==> config.mk <==
export PLATFORM = sky130hd
export DESIGN_NAME = clock_set_ctrl
export DESIGN_NICKNAME = d
export VERILOG_FILES = /design/src/rtl/clock_set_ctrl.sv
export SDC_FILE = /design/constraint.sdc
export NUM_CORES = 1
export LEC_CHECK = 0
export ABC_AREA = 1
export CORE_MARGIN = 2
export CORE_UTILIZATION = 50
export CTS_BUF_LIST = sky130_fd_sc_hd__clkbuf_8
export CTS_CLUSTER_SIZE = 20
export DETAILED_ROUTE_END_ITERATION = 16
export PLACE_DENSITY = 0.73
export RECOVER_POWER = 50
export SYNTH_ARGS = -nofsm -noshare
export SYNTH_HDL_FRONTEND = slang
export SYNTH_SLANG_ARGS = --single-unit
==> constraint.sdc <==
create_clock -name clk -period 4.7 [get_ports clk]
set_clock_uncertainty 0.2 [all_clocks]
set_input_delay 0.705 -clock clk [delete_from_list [all_inputs] [get_ports clk]]
set_output_delay 0.705 -clock clk [all_outputs]
set_load 0.02 [all_outputs]
==> src/rtl/clock_set_ctrl.sv <==
// Time-set controller: snapshots the running time, walks hour/min/sec edits, then strobes a load.
// Button responses land one clk after the sampled rising edge; no backpressure, every event is consumed.
module clock_set_ctrl #(
    parameter int BLINK_DIV = 25000000
) (
    input  logic       clk,
    input  logic       rst,
    input  logic       mode_btn,
    input  logic       inc_btn,
    input  logic       dec_btn,
    input  logic [1:0] cur_hour_H,
    input  logic [3:0] cur_hour_L,
    input  logic [2:0] cur_min_H,
    input  logic [3:0] cur_min_L,
    input  logic [2:0] cur_sec_H,
    input  logic [3:0] cur_sec_L,
    output logic       set_pulse,
    output logic [1:0] set_hour_H,
    output logic [3:0] set_hour_L,
    output logic [2:0] set_min_H,
    output logic [3:0] set_min_L,
    output logic [2:0] set_sec_H,
    output logic [3:0] set_sec_L,
    output logic       run_en,
    output logic [1:0] edit_field,
    output logic       blink
);
    localparam int CW = $clog2(BLINK_DIV);
    localparam logic [CW-1:0] CNT_MAX = CW'(BLINK_DIV - 1);

    typedef enum logic [2:0] {RUN, EDIT_HR, EDIT_MIN, EDIT_SEC, COMMIT} state_t;

    state_t        state_q, state_d;
    logic          mode_q, inc_q, dec_q;
    logic [1:0]    hour_h_q, hour_h_d;
    logic [3:0]    hour_l_q, hour_l_d;
    logic [2:0]    min_h_q, min_h_d;
    logic [3:0]    min_l_q, min_l_d;
    logic [2:0]    sec_h_q, sec_h_d;
    logic [3:0]    sec_l_q, sec_l_d;
    logic [CW-1:0] cnt_q, cnt_d;
    logic          blink_q, blink_d;
    logic          mode_ev, inc_ev, dec_ev, editing, step_vld, edit_next;

    // Out-of-range snapshots collapse to 00 on the first step.
    function automatic logic [5:0] hour_step(input logic [1:0] h, input logic [3:0] l, input logic up);
        logic [5:0] r;
        if (h > 2'd2 || l > 4'd9 || (h == 2'd2 && l > 4'd3)) r = 6'd0;
        else if (up) begin
            if (h == 2'd2 && l == 4'd3) r = 6'd0;
            else if (l == 4'd9)         r = {h + 2'd1, 4'd0};
            else                        r = {h, l + 4'd1};
        end else begin
            if (h == 2'd0 && l == 4'd0) r = {2'd2, 4'd3};
            else if (l == 4'd0)         r = {h - 2'd1, 4'd9};
            else                        r = {h, l - 4'd1};
        end
        return r;
    endfunction

    function automatic logic [6:0] ms_step(input logic [2:0] h, input logic [3:0] l, input logic up);
        logic [6:0] r;
        if (h > 3'd5 || l > 4'd9) r = 7'd0;
        else if (up) begin
            if (h == 3'd5 && l == 4'd9) r = 7'd0;
            else if (l == 4'd9)         r = {h + 3'd1, 4'd0};
            else                        r = {h, l + 4'd1};
        end else begin
            if (h == 3'd0 && l == 4'd0) r = {3'd5, 4'd9};
            else if (l == 4'd0)         r = {h - 3'd1, 4'd9};
            else                        r = {h, l - 4'd1};
        end
        return r;
    endfunction

    assign mode_ev  = mode_btn & ~mode_q;
    assign inc_ev   = inc_btn & ~inc_q;
    assign dec_ev   = dec_btn & ~dec_q;
    assign editing  = (state_q == EDIT_HR) || (state_q == EDIT_MIN) || (state_q == EDIT_SEC);
    assign step_vld = editing & ~mode_ev & (inc_ev ^ dec_ev);

    always_comb begin
        state_d  = state_q;
        hour_h_d = hour_h_q;
        hour_l_d = hour_l_q;
        min_h_d  = min_h_q;
        min_l_d  = min_l_q;
        sec_h_d  = sec_h_q;
        sec_l_d  = sec_l_q;
        case (state_q)
            RUN: if (mode_ev) begin
                state_d  = EDIT_HR;
                hour_h_d = cur_hour_H;
                hour_l_d = cur_hour_L;
                min_h_d  = cur_min_H;
                min_l_d  = cur_min_L;
                sec_h_d  = cur_sec_H;
                sec_l_d  = cur_sec_L;
            end
            EDIT_HR:  if (mode_ev) state_d = EDIT_MIN;
                      else if (step_vld) {hour_h_d, hour_l_d} = hour_step(hour_h_q, hour_l_q, inc_ev);
            EDIT_MIN: if (mode_ev) state_d = EDIT_SEC;
                      else if (step_vld) {min_h_d, min_l_d} = ms_step(min_h_q, min_l_q, inc_ev);
            EDIT_SEC: if (mode_ev) state_d = COMMIT;
                      else if (step_vld) {sec_h_d, sec_l_d} = ms_step(sec_h_q, sec_l_q, inc_ev);
            default:  state_d = RUN;
        endcase

        // Field is shown solid on entry and after every step so the user sees the new value.
        edit_next = (state_d == EDIT_HR) || (state_d == EDIT_MIN) || (state_d == EDIT_SEC);
        cnt_d     = '0;
        blink_d   = 1'b0;
        if (edit_next) begin
            if (state_d != state_q || step_vld) begin
                blink_d = 1'b1;
            end else if (cnt_q == CNT_MAX) begin
                blink_d = ~blink_q;
            end else begin
                cnt_d   = cnt_q + CW'(1);
                blink_d = blink_q;
            end
        end
    end

    always_ff @(posedge clk or posedge rst) begin
        if (rst) begin
            state_q  <= RUN;
            mode_q   <= 1'b0;
            inc_q    <= 1'b0;
            dec_q    <= 1'b0;
            hour_h_q <= '0;
            hour_l_q <= '0;
            min_h_q  <= '0;
            min_l_q  <= '0;
            sec_h_q  <= '0;
            sec_l_q  <= '0;
            cnt_q    <= '0;
            blink_q  <= 1'b0;
        end else begin
            state_q  <= state_d;
            mode_q   <= mode_btn;
            inc_q    <= inc_btn;
            dec_q    <= dec_btn;
            hour_h_q <= hour_h_d;
            hour_l_q <= hour_l_d;
            min_h_q  <= min_h_d;
            min_l_q  <= min_l_d;
            sec_h_q  <= sec_h_d;
            sec_l_q  <= sec_l_d;
            cnt_q    <= cnt_d;
            blink_q  <= blink_d;
        end
    end

    always_comb begin
        case (state_q)
            EDIT_HR:  edit_field = 2'd1;
            EDIT_MIN: edit_field = 2'd2;
            EDIT_SEC: edit_field = 2'd3;
            default:  edit_field = 2'd0;
        endcase
    end

    assign set_pulse  = (state_q == COMMIT);
    assign run_en     = (state_q == RUN);
    assign blink      = blink_q;
    assign set_hour_H = hour_h_q;
    assign set_hour_L = hour_l_q;
    assign set_min_H  = min_h_q;
    assign set_min_L  = min_l_q;
    assign set_sec_H  = sec_h_q;
    assign set_sec_L  = sec_l_q;

endmodule
### Yosys cells after proc, flatten, opt, wreduce, memory -nomap -nowiden

Index checks and enable logic that the tools add are counted.

* register bits after elaboration: 52
* latch bits: 0
* RAM bits: 0
* memory bits (read-only): 0
* input port bits: 25
* output and inout port bits: 25
* logic and storage cells: 159
* memories: 0

* add/subtract/negate cells: 13
* multipliers: 0
* div/mod/pow operators: 0
* $lt $le $gt $ge: 7
* equal/unequal tests: 30
* shifts and indexed selects: 0
* muxes and demuxes: 54
* bitwise logic cells: 11
* reduce and logical (&&, ||, !) cells: 32

Operators with widths (number)
* $mux W7: 12
* $mux W25: 3
* $mux W4: 9
* $mux W6: 6
* $mux W3: 10
* $ne A5 B2 Y1 const B: 6
* $add A25 B1 Y25 const B: 1
* $eq A25 B25 Y1 const B: 1
* $pmux W4 S2: 3
* $reduce_and A6 Y1: 3
* $add A4 B1 Y4 const B: 3
* $eq A3 B2 Y1 const B: 4
* $eq A4 B4 Y1 const B: 3
* $gt A4 B4 Y1 const B: 3
* $logic_not A4 Y1: 3
* $ne A2 B2 Y1 const B: 6
* $pmux W3 S2: 2
* $pmux W3 S4: 1
* $reduce_and A4 Y1: 3
* $sub A4 B1 Y4 const B: 3
* $eq A3 B3 Y1 const B: 3
* $logic_not A3 Y1: 3
* $logic_or A1 B1 Y1: 9
* $logic_and A1 B1 Y1: 7
* other kinds (22): 40

### Longest topological paths before layout

Gate-level depths: netlist of run 1.

* word-level depth: 8
* mapped depth: 11
* depth with buffers taken out: 11

### Worst setup path after synthesis of run 1

OpenSTA, ideal clock, no wires.

* path type: register -> output
* from: register state_q[2]
* to: output port edit_field[0]
* arrival time: 0.995 ns
* setup slack: 2.800 ns
* stages on the path, launching flop included: 6
* cell sequence: dfrtp_1 > inv_2 > nand2_2 > nor2_4 > inv_1 > nand2_1

* longest elaborated chain between the ends: 2
* elaborated cells between the ends (all ways): 4
* classes of those cells: eq/ne: 3; mux: 1

Ends and longest elaborated chain
* from (decl): line 33 `state_t state_q, state_d;`
* from (signal assigned): line 140 `state_q <= state_d;`
* $eq A3 B2 Y1 / $eq A3 B1 Y1 (equally long branches): line 156 `case (state_q)`
* $pmux W2 S3 (*): line 156
* to (decl): line 25 `output logic [1:0] edit_field,`

Every way passes the cells marked *; elsewhere a longest branch is shown, timed or not.

==> impl_results.md, run 1 <==
- H-tree depth: 2
- DRT iter0 DRCs: ~170
- Slew HR: -0.3275
- Mapped Area: between 0.003 and 0.004 mm²
- Placed instance count: 749
- Clock-pin slew on the worst setup and hold paths: about 0.09 ns
- Post-detailed-route wirelength per cell: between 10 and 15 µm
- Post-synth EDFFs: 0
- Crit start category: primary input
- WP data required: around 4.5 ns
- Sequential power share: 0.311
- Mapped Cells: ~610
- Fillers: 729
- Fmax: ~350 MHz
- Postcts setup bufs: 0
- Placement Rows: 32
- P_leak: 2.244 nW
- Pin slew with the least headroom to its limit: between 1.5 and 2 ns
- Area post-placement: ~0.0045 mm²
- Core box area: around 0.0076 mm²
- Switching power: ~0.0012 W
- Sequential share of the synthesized area: 0.3325
- CTS tree: built
- Share of async-settable or async-resettable flops after synthesis: 1.000
- Crit-path cells: dlygate4sd3_1 > inv_1
- Dpl hpwl: about 7200 µm
- Slowest-stage cell, CP: inv_1
- Syn nets: about 650
- Total Routed Length: around 9300 µm
- PwrDens: between 500 and 600 mW/mm²
- Die Ht: 92.48 µm
- Remaining Overflow, GRT: 0
- Clock network power share: 0.112
- Starting density of the core: 0.5118
- Arr. time, crit path: 2.67 ns
- Comb power frac: 0.576
- Post-synth top area share: 0.3325
- CP Capture Type: async pin
- Worst vdd ir: around 270 µV
- DIE AREA: 0.008552 mm²
- Crit-path max cell delay: 1.41 ns
- DR pass1 iterations: 5
- Die Span X: ~90 µm
- # DRC: 0
- Share of cells above drive strength 1: 0.05649
- Number of global-route vias before repair: around 3700
- Switch share: 0.5000
- CTS Buf Count: 5
- Post-synthesis register bit count: 52
- Ports: 50
- Cts repair resizes: 0
- CP Buf/Inv Count: 2
- CTS sink cnt: 52
- Status: finished, violations left
- CTS Buffer Depth: 2
- Setup TNS Final: 0 ns
- Vias: 3860
- Failing checks: max-capacitance violations, max-slew violations
- Critical path's top delay family: buffers and inverters
- Vias per cell: approximately 5
- MaxCap Viol Count: 1
- Initial antenna violation count: 0
- Final min period: around 2.8 ns
- Max Slew Vio Count: 53
- Port bufs: 49
- Post-route cell area: 0.004577 mm²
- Crit share post-route: 0.6035
- Largest area contributor in the netlist: dfrtp_1
- Diodes inserted: 0
- Final setup viols: 0
- Nets@finish: ~700
- Most numerous cell in the Yosys netlist: nand2_1
- Post-synth cell types: 32
- Commonest cells in the netlist: nand2_1 (209), nor2_1 (95), inv_1 (65)
- Crit Path Max Fanout: 52
- Critical path class: primary input to async pin
- Hold Buf Count CTS: 0
- Antenna-violating nets left: 0
- Hold Crit Class: register to register
- RSZ-0062 raised after global routing: no
- GPL Wtd Cong: around 0.89
- Clock root cell: clkbuf_8
- Total track usage: 0.2344
- Int Pwr: roughly 0.0012 W
- Final std cells w/o fill: ~760
- Area contributors post-synth: dfrtp_1 (33%), nand2_1 (20%), nor2_1 (9.1%), nand3_1 (6.4%), inv_1 (6.2%)
- First-pass GRT wire length: between 15000 and 20000 µm
- Worst skew pair latency: between 0.3 and 0.4 ns
- Area Growth Syn to Fin: 16.94%
- Number of failing hold endpoints at the final stage: 0
- YS warnings: 0
- Syn avg cell area: roughly 6.5 µm²
- Main synth FF type: dfrtp_1
- Largest net degree at the start of global routing: 53
## layer usage
metal / share of wire / track usage
met5: 0 / 0
met4: 0.022 / 0.07960
met3: 0.042 / 0.03824
met2: 0.49 / 0.4051
met1: 0.45 / 0.2973
## area by class of cell
cell class / instances / area (µm²) / share of cell area
Clock buffer: 5 / 68.82 / 0.01504
Clock inverter: 3 / 17.52 / 0.003827
Inverter: 70 / 262.8 / 0.05741
Multi-Input combinational cell: 476 / 2308 / 0.5044
Sequential cell: 52 / 1301 / 0.2843
Tap cell: 102 / 127.6 / 0.02788
Timing Repair Buffer: 49 / 490.5 / 0.1072
## sequential cells by signal (all words and copies together), names as in the netlist
signal / flops
set_min_L: 4
blink: 1
state_q: 3
inc_q: 1
mode_q: 1
cnt_q: 25
set_hour_L: 4
dec_q: 1
set_hour_H: 2
set_sec_H: 3
set_min_H: 3
set_sec_L: 4
## power groups by stage
stage,Combinational [W],Clock (W),Sequential [W]
after floorplan,0.000889,0,0.000759
after global placement,0.00131,0,0.000726
after CTS,0.00135,0.000266,0.000721
after global routing,0.00152,0.000288,0.000745
after detailed placement,0.00134,0,0.000728
final,0.00134,0.000260,0.000722
## cells in the final DEF, fill, tap and decap left out, drive strengths merged
cell           synthesis  layout
a21oi                 10      10
nor2b                  1       1
nand3                 52      52
o22ai                  1       1
ha                    16      16
inv                   70      72
nand4                 10      10
clkinv                 0       1
dlygate4sd3            0      10
clkdlybuf4s50          0      39
xor2                  11      11
o211ai                 5       5
nand2                217     217
a31oi                  1       1
o21bai                 2       2
clkbuf                 4       5
nor3                  12      12
a21boi                 1       1
nor3b                  1       1
dfrtp                 52      52
o21ai                 22      22
or2                    2       2
nor2                 107     107
xnor2                  2       2
nand3b                 3       3
## metrics by stage
step | util | worst slack [ns] | hold slack, ns | total power (W)
floorplan | - | 2.537 | 0.2694 | 0.001649
global placement | 0.5872 | 1.928 | 0.2947 | 0.002038
detailed placement | 0.5872 | 1.866 | 0.3143 | 0.002070
CTS | 0.5985 | 1.863 | 0.3299 | 0.002335
global route | 0.5985 | 1.409 | 0.3636 | 0.002553
finish | 0.5985 | 1.864 | 0.3270 | 0.002318
## final timing paths
kind                                      start                       end  slack (ns)  cells after the start
setup / recovery                            rst  set_sec_H[0]$_DFFE_PP0P_        1.86                      2
hold / removal               cnt_q[0]$_DFF_PP0_        cnt_q[0]$_DFF_PP0_        0.33                      1
setup reg to reg             cnt_q[0]$_DFF_PP0_       cnt_q[24]$_DFF_PP0_        2.67                     10
hold reg to reg              cnt_q[0]$_DFF_PP0_        cnt_q[0]$_DFF_PP0_        0.33                      1
max in group clk           state_q[2]$_DFF_PP0_             edit_field[0]        1.87                      6
min in group asynchronous                   rst  set_min_L[2]$_DFFE_PP0P_        1.29                      2
## worst reg2reg max path, delay by kind of cell, from the launching register on
family,cells,cell delay (ns)
DFF,1,0.42
and+or+nand+nor,9,1.12
adders and majority gates,1,0.19
## kinds of logic after synthesis
family / share of synthesized area
AOI/OAI and AO/OA: 0.06043
DFF: 0.3325
xor gates and xnor gates: 0.02909
and+or+nand+nor: 0.4492
adders and majority gates: 0.05115
buffers and inverters: 0.07768
(Power assumes the default switching activity.)
==> run 2: changes to the inputs <==
--- a/config.mk
+++ b/config.mk
@@ -11,7 +11,7 @@
 export CTS_BUF_LIST = sky130_fd_sc_hd__clkbuf_8
 export CTS_CLUSTER_SIZE = 20
 export DETAILED_ROUTE_END_ITERATION = 16
-export PLACE_DENSITY = 0.73
+export PLACE_DENSITY = 0.76
 export RECOVER_POWER = 50
 export SYNTH_ARGS = -nofsm -noshare
 export SYNTH_HDL_FRONTEND = slang
==> constraint.sdc (replaced) <==
create_clock -name clk -period 2.6 [get_ports clk]
set_clock_uncertainty 0.2 [all_clocks]
set_input_delay 0.39 -clock clk [delete_from_list [all_inputs] [get_ports clk]]
set_output_delay 0.39 -clock clk [all_outputs]
set_load 0.02 [all_outputs]
==> run 2 against run 1 <==
Effect of this change: the run now ends clean; via count is 1.1% higher; die area unchanged; count of clock-buffer cells in the layout stayed put; flip-flop and latch count is the same; sequential share of layout area is 0.14 points lower; worst setup slack worse by 1.6 ns; hold slack improved by 0.0061 ns; design area grew 0.49%; first-iteration DRC count rose by 63%; largest cell class unchanged; largest power group unchanged.
==> impl_results.md, run 2 (synthesis gave the netlist of run 1 again) <==
- Number of failing hold endpoints at the final stage: 0
- CTS Buf Count: 5
- Largest net degree at the start of global routing: 53
- DR pass1 iterations: 5
- WP data required: 2.01 ns
- Multi-input gate area: between 0.002 and 0.0025 mm²
- Vias: 3903
- Crit Path Max Fanout: 5
- PwrDens: between 900 and 1000 mW/mm²
- Ports: 50
- Core box area: approximately 0.0076 mm²
- Area post-placement: around 0.0045 mm²
- Pin slew with the least headroom to its limit: between 1 and 1.5 ns
- Sequential Area: 0.001301 mm²
- Worst R2R Start: state_q[0]$_DFF_PP0_
- Final min period: 2.333 ns
- Total track usage: 0.2421
- Diodes inserted: 0
- Slew HR: 0.1085
- Cts repair resizes: 0
- Starting density of the core: 0.5118
- H-tree depth: 2
- Worst vdd ir: about 600 µV
- Setup TNS Final: 0 ns
- Worst Hold End: cnt_q[0]$_DFF_PP0_
- Placement Rows: 32
- Vias per cell: between 5 and 6
- P_leak: between 2 and 2.5 nW
- CP Capture Type: output pin
- Crit start category: register
- Max Slew Vio Count: 0
- Clock-pin slew on the worst setup and hold paths: roughly 0.10 ns
- Die Ht: 92.48 µm
- Crit-path cells: inv_2 > nand2_4 > nor2_2 > clkdlybuf4s50_1
- Comb power frac: 0.577
- Antenna-violating nets left: 0
- Sequential power share: 0.313
- Critical path's top delay family: buffers and inverters
- Remaining Overflow, GRT: 0
- Hold depth: 1
- Number of global-route vias before repair: roughly 3700
- CTS tree: built
- Critical path class: register to output pin
- Most frequent cells in the layout: nand2_1 (210), nor2_1 (96), inv_1 (66)
- Switch share: 0.4992
- Arr. time, crit path: about 1.7 ns
- Most common cell after layout, fill and taps aside: nand2_1
- Crit-path max cell delay: between 0.6 and 0.7 ns
- Register-to-register setup slack: 0.50 ns
- Initial antenna violation count: 0
- Final std cells w/o fill: between 700 and 800
- DIE AREA: ~0.0086 mm²
- Status: finished clean
- Placed instance count: 753
- Die Span X: 92.48 µm
- Hold Crit Class: register to register
- Min-delay src: cnt_q[0]$_DFF_PP0_
- Fillers: 735
- CP Buf/Inv Count: 2
- RSZ-0062 raised after global routing: no
- CTS sink cnt: 52
- Fmax: about 430 MHz
- MaxCap Viol Count: 0
- Max reg flops: 25
- Share of cells above drive strength 1: 0.05766
- Post-detailed-route wirelength per cell: 12.44 µm
- Most flops, register: cnt_q
- Clock network power share: 0.111
- Crit share post-route: 0.8972
- Postcts setup bufs: 0
- Reg-to-Reg End: set_min_H[2]$_DFFE_PP0P_
- Dpl hpwl: between 7000 and 8000 µm
- Post-route cell area: ~0.0046 mm²
- Final setup viols: 0
- DRT iter0 DRCs: roughly 270
- Hold Buf Count CTS: 0
- Clock root cell: clkbuf_8
- Worst skew pair latency: between 0.3 and 0.4 ns
- First-pass GRT wire length: between 15000 and 20000 µm
- # DRC: 0
- Reg2reg path depth: 10
- GPL Wtd Cong: roughly 0.9
- CTS Buffer Depth: 2
- Total Routed Length: about 9500 µm
- Port bufs: 49
- Switching power: approximately 0.0021 W
- Area Growth Syn to Fin: 17.52%
- Slowest-stage cell, CP: clkdlybuf4s50_1
- Nets@finish: roughly 700
- Int Pwr: roughly 0.0021 W
run 2: how the worst max path moves through the flow:
stage,to,slack (ns),startpoint,cells past startpoint
6_report,run_en,0.27,state_q[0]$_DFF_PP0_,4
3_3_place_gp,set_min_H[1]$_DFFE_PP0P_,0.42,inc_btn,11
2_1_floorplan,blink$_DFFE_PP0P_,0.75,rst,1
3_5_place_dp,cnt_q[11]$_DFF_PP0_,0.29,mode_btn,9
4_1_cts,edit_field[0],0.07,state_q[2]$_DFF_PP0_,6
5_1_grt,set_min_H[2]$_DFFE_PP0P_,0.11,inc_btn,12
run 2: power groups by stage:
stage	combinational [W]	clock, W	sequential [W]
floorplan	0.00161	0	0.00137
global placement	0.00238	0	0.00132
detailed placement	0.00245	0	0.00132
CTS	0.00245	0.000483	0.00131
global route	0.00278	0.000519	0.00136
finish	0.00243	0.000466	0.00132
run 2: final cells by class:
cell class,count,share of cell area
clock buffer,5,0.01496
clock inverter,3,0.004353
inverter,70,0.05713
multi-input combinational,476,0.4997
sequential,52,0.2829
tap,102,0.02775
timing repair buffer,53,0.1132
run 2: worst reg2reg max path: cells and delay by family, from the launching register on:
| kind | cells | cell delay [ns] |
|---|---|---|
| simple gates | 8 | 1.13 |
| buf+inv | 2 | 0.26 |
| flops | 1 | 0.45 |
run 2: per-stage QoR:
step | util | hold WS, ns | setup slack [ns] | power, W
floorplan | - | 0.2214 | 0.7521 | 0.002980
global placement | 0.5928 | 0.3078 | 0.4178 | 0.003696
detailed placement | 0.5928 | 0.3156 | 0.2887 | 0.003769
CTS | 0.6044 | 0.2367 | 0.06513 | 0.004248
global route | 0.6014 | 0.3884 | 0.1067 | 0.004658
finish | 0.6014 | 0.3331 | 0.2674 | 0.004212
run 2: metal layers:
| layer | track usage | routed length (µm) |
|---|---|---|
| met5 | 0 | 0 |
| met4 | 0.07214 | 174 |
| met3 | 0.03499 | 414 |
| met2 | 0.3978 | 4435 |
| met1 | 0.3321 | 4443 |
==> run 3: changes to the inputs <==
--- a/config.mk
+++ b/config.mk
@@ -11,8 +11,10 @@
 export CTS_BUF_LIST = sky130_fd_sc_hd__clkbuf_8
 export CTS_CLUSTER_SIZE = 20
 export DETAILED_ROUTE_END_ITERATION = 16
+export GPL_ROUTABILITY_DRIVEN = 1
 export PLACE_DENSITY = 0.76
 export RECOVER_POWER = 50
+export SKIP_LAST_GASP = 1
 export SYNTH_ARGS = -nofsm -noshare
 export SYNTH_HDL_FRONTEND = slang
 export SYNTH_SLANG_ARGS = --single-unit
==> results of run 3 <==
Final layout, timing and power as in run 2 (identical DEF).
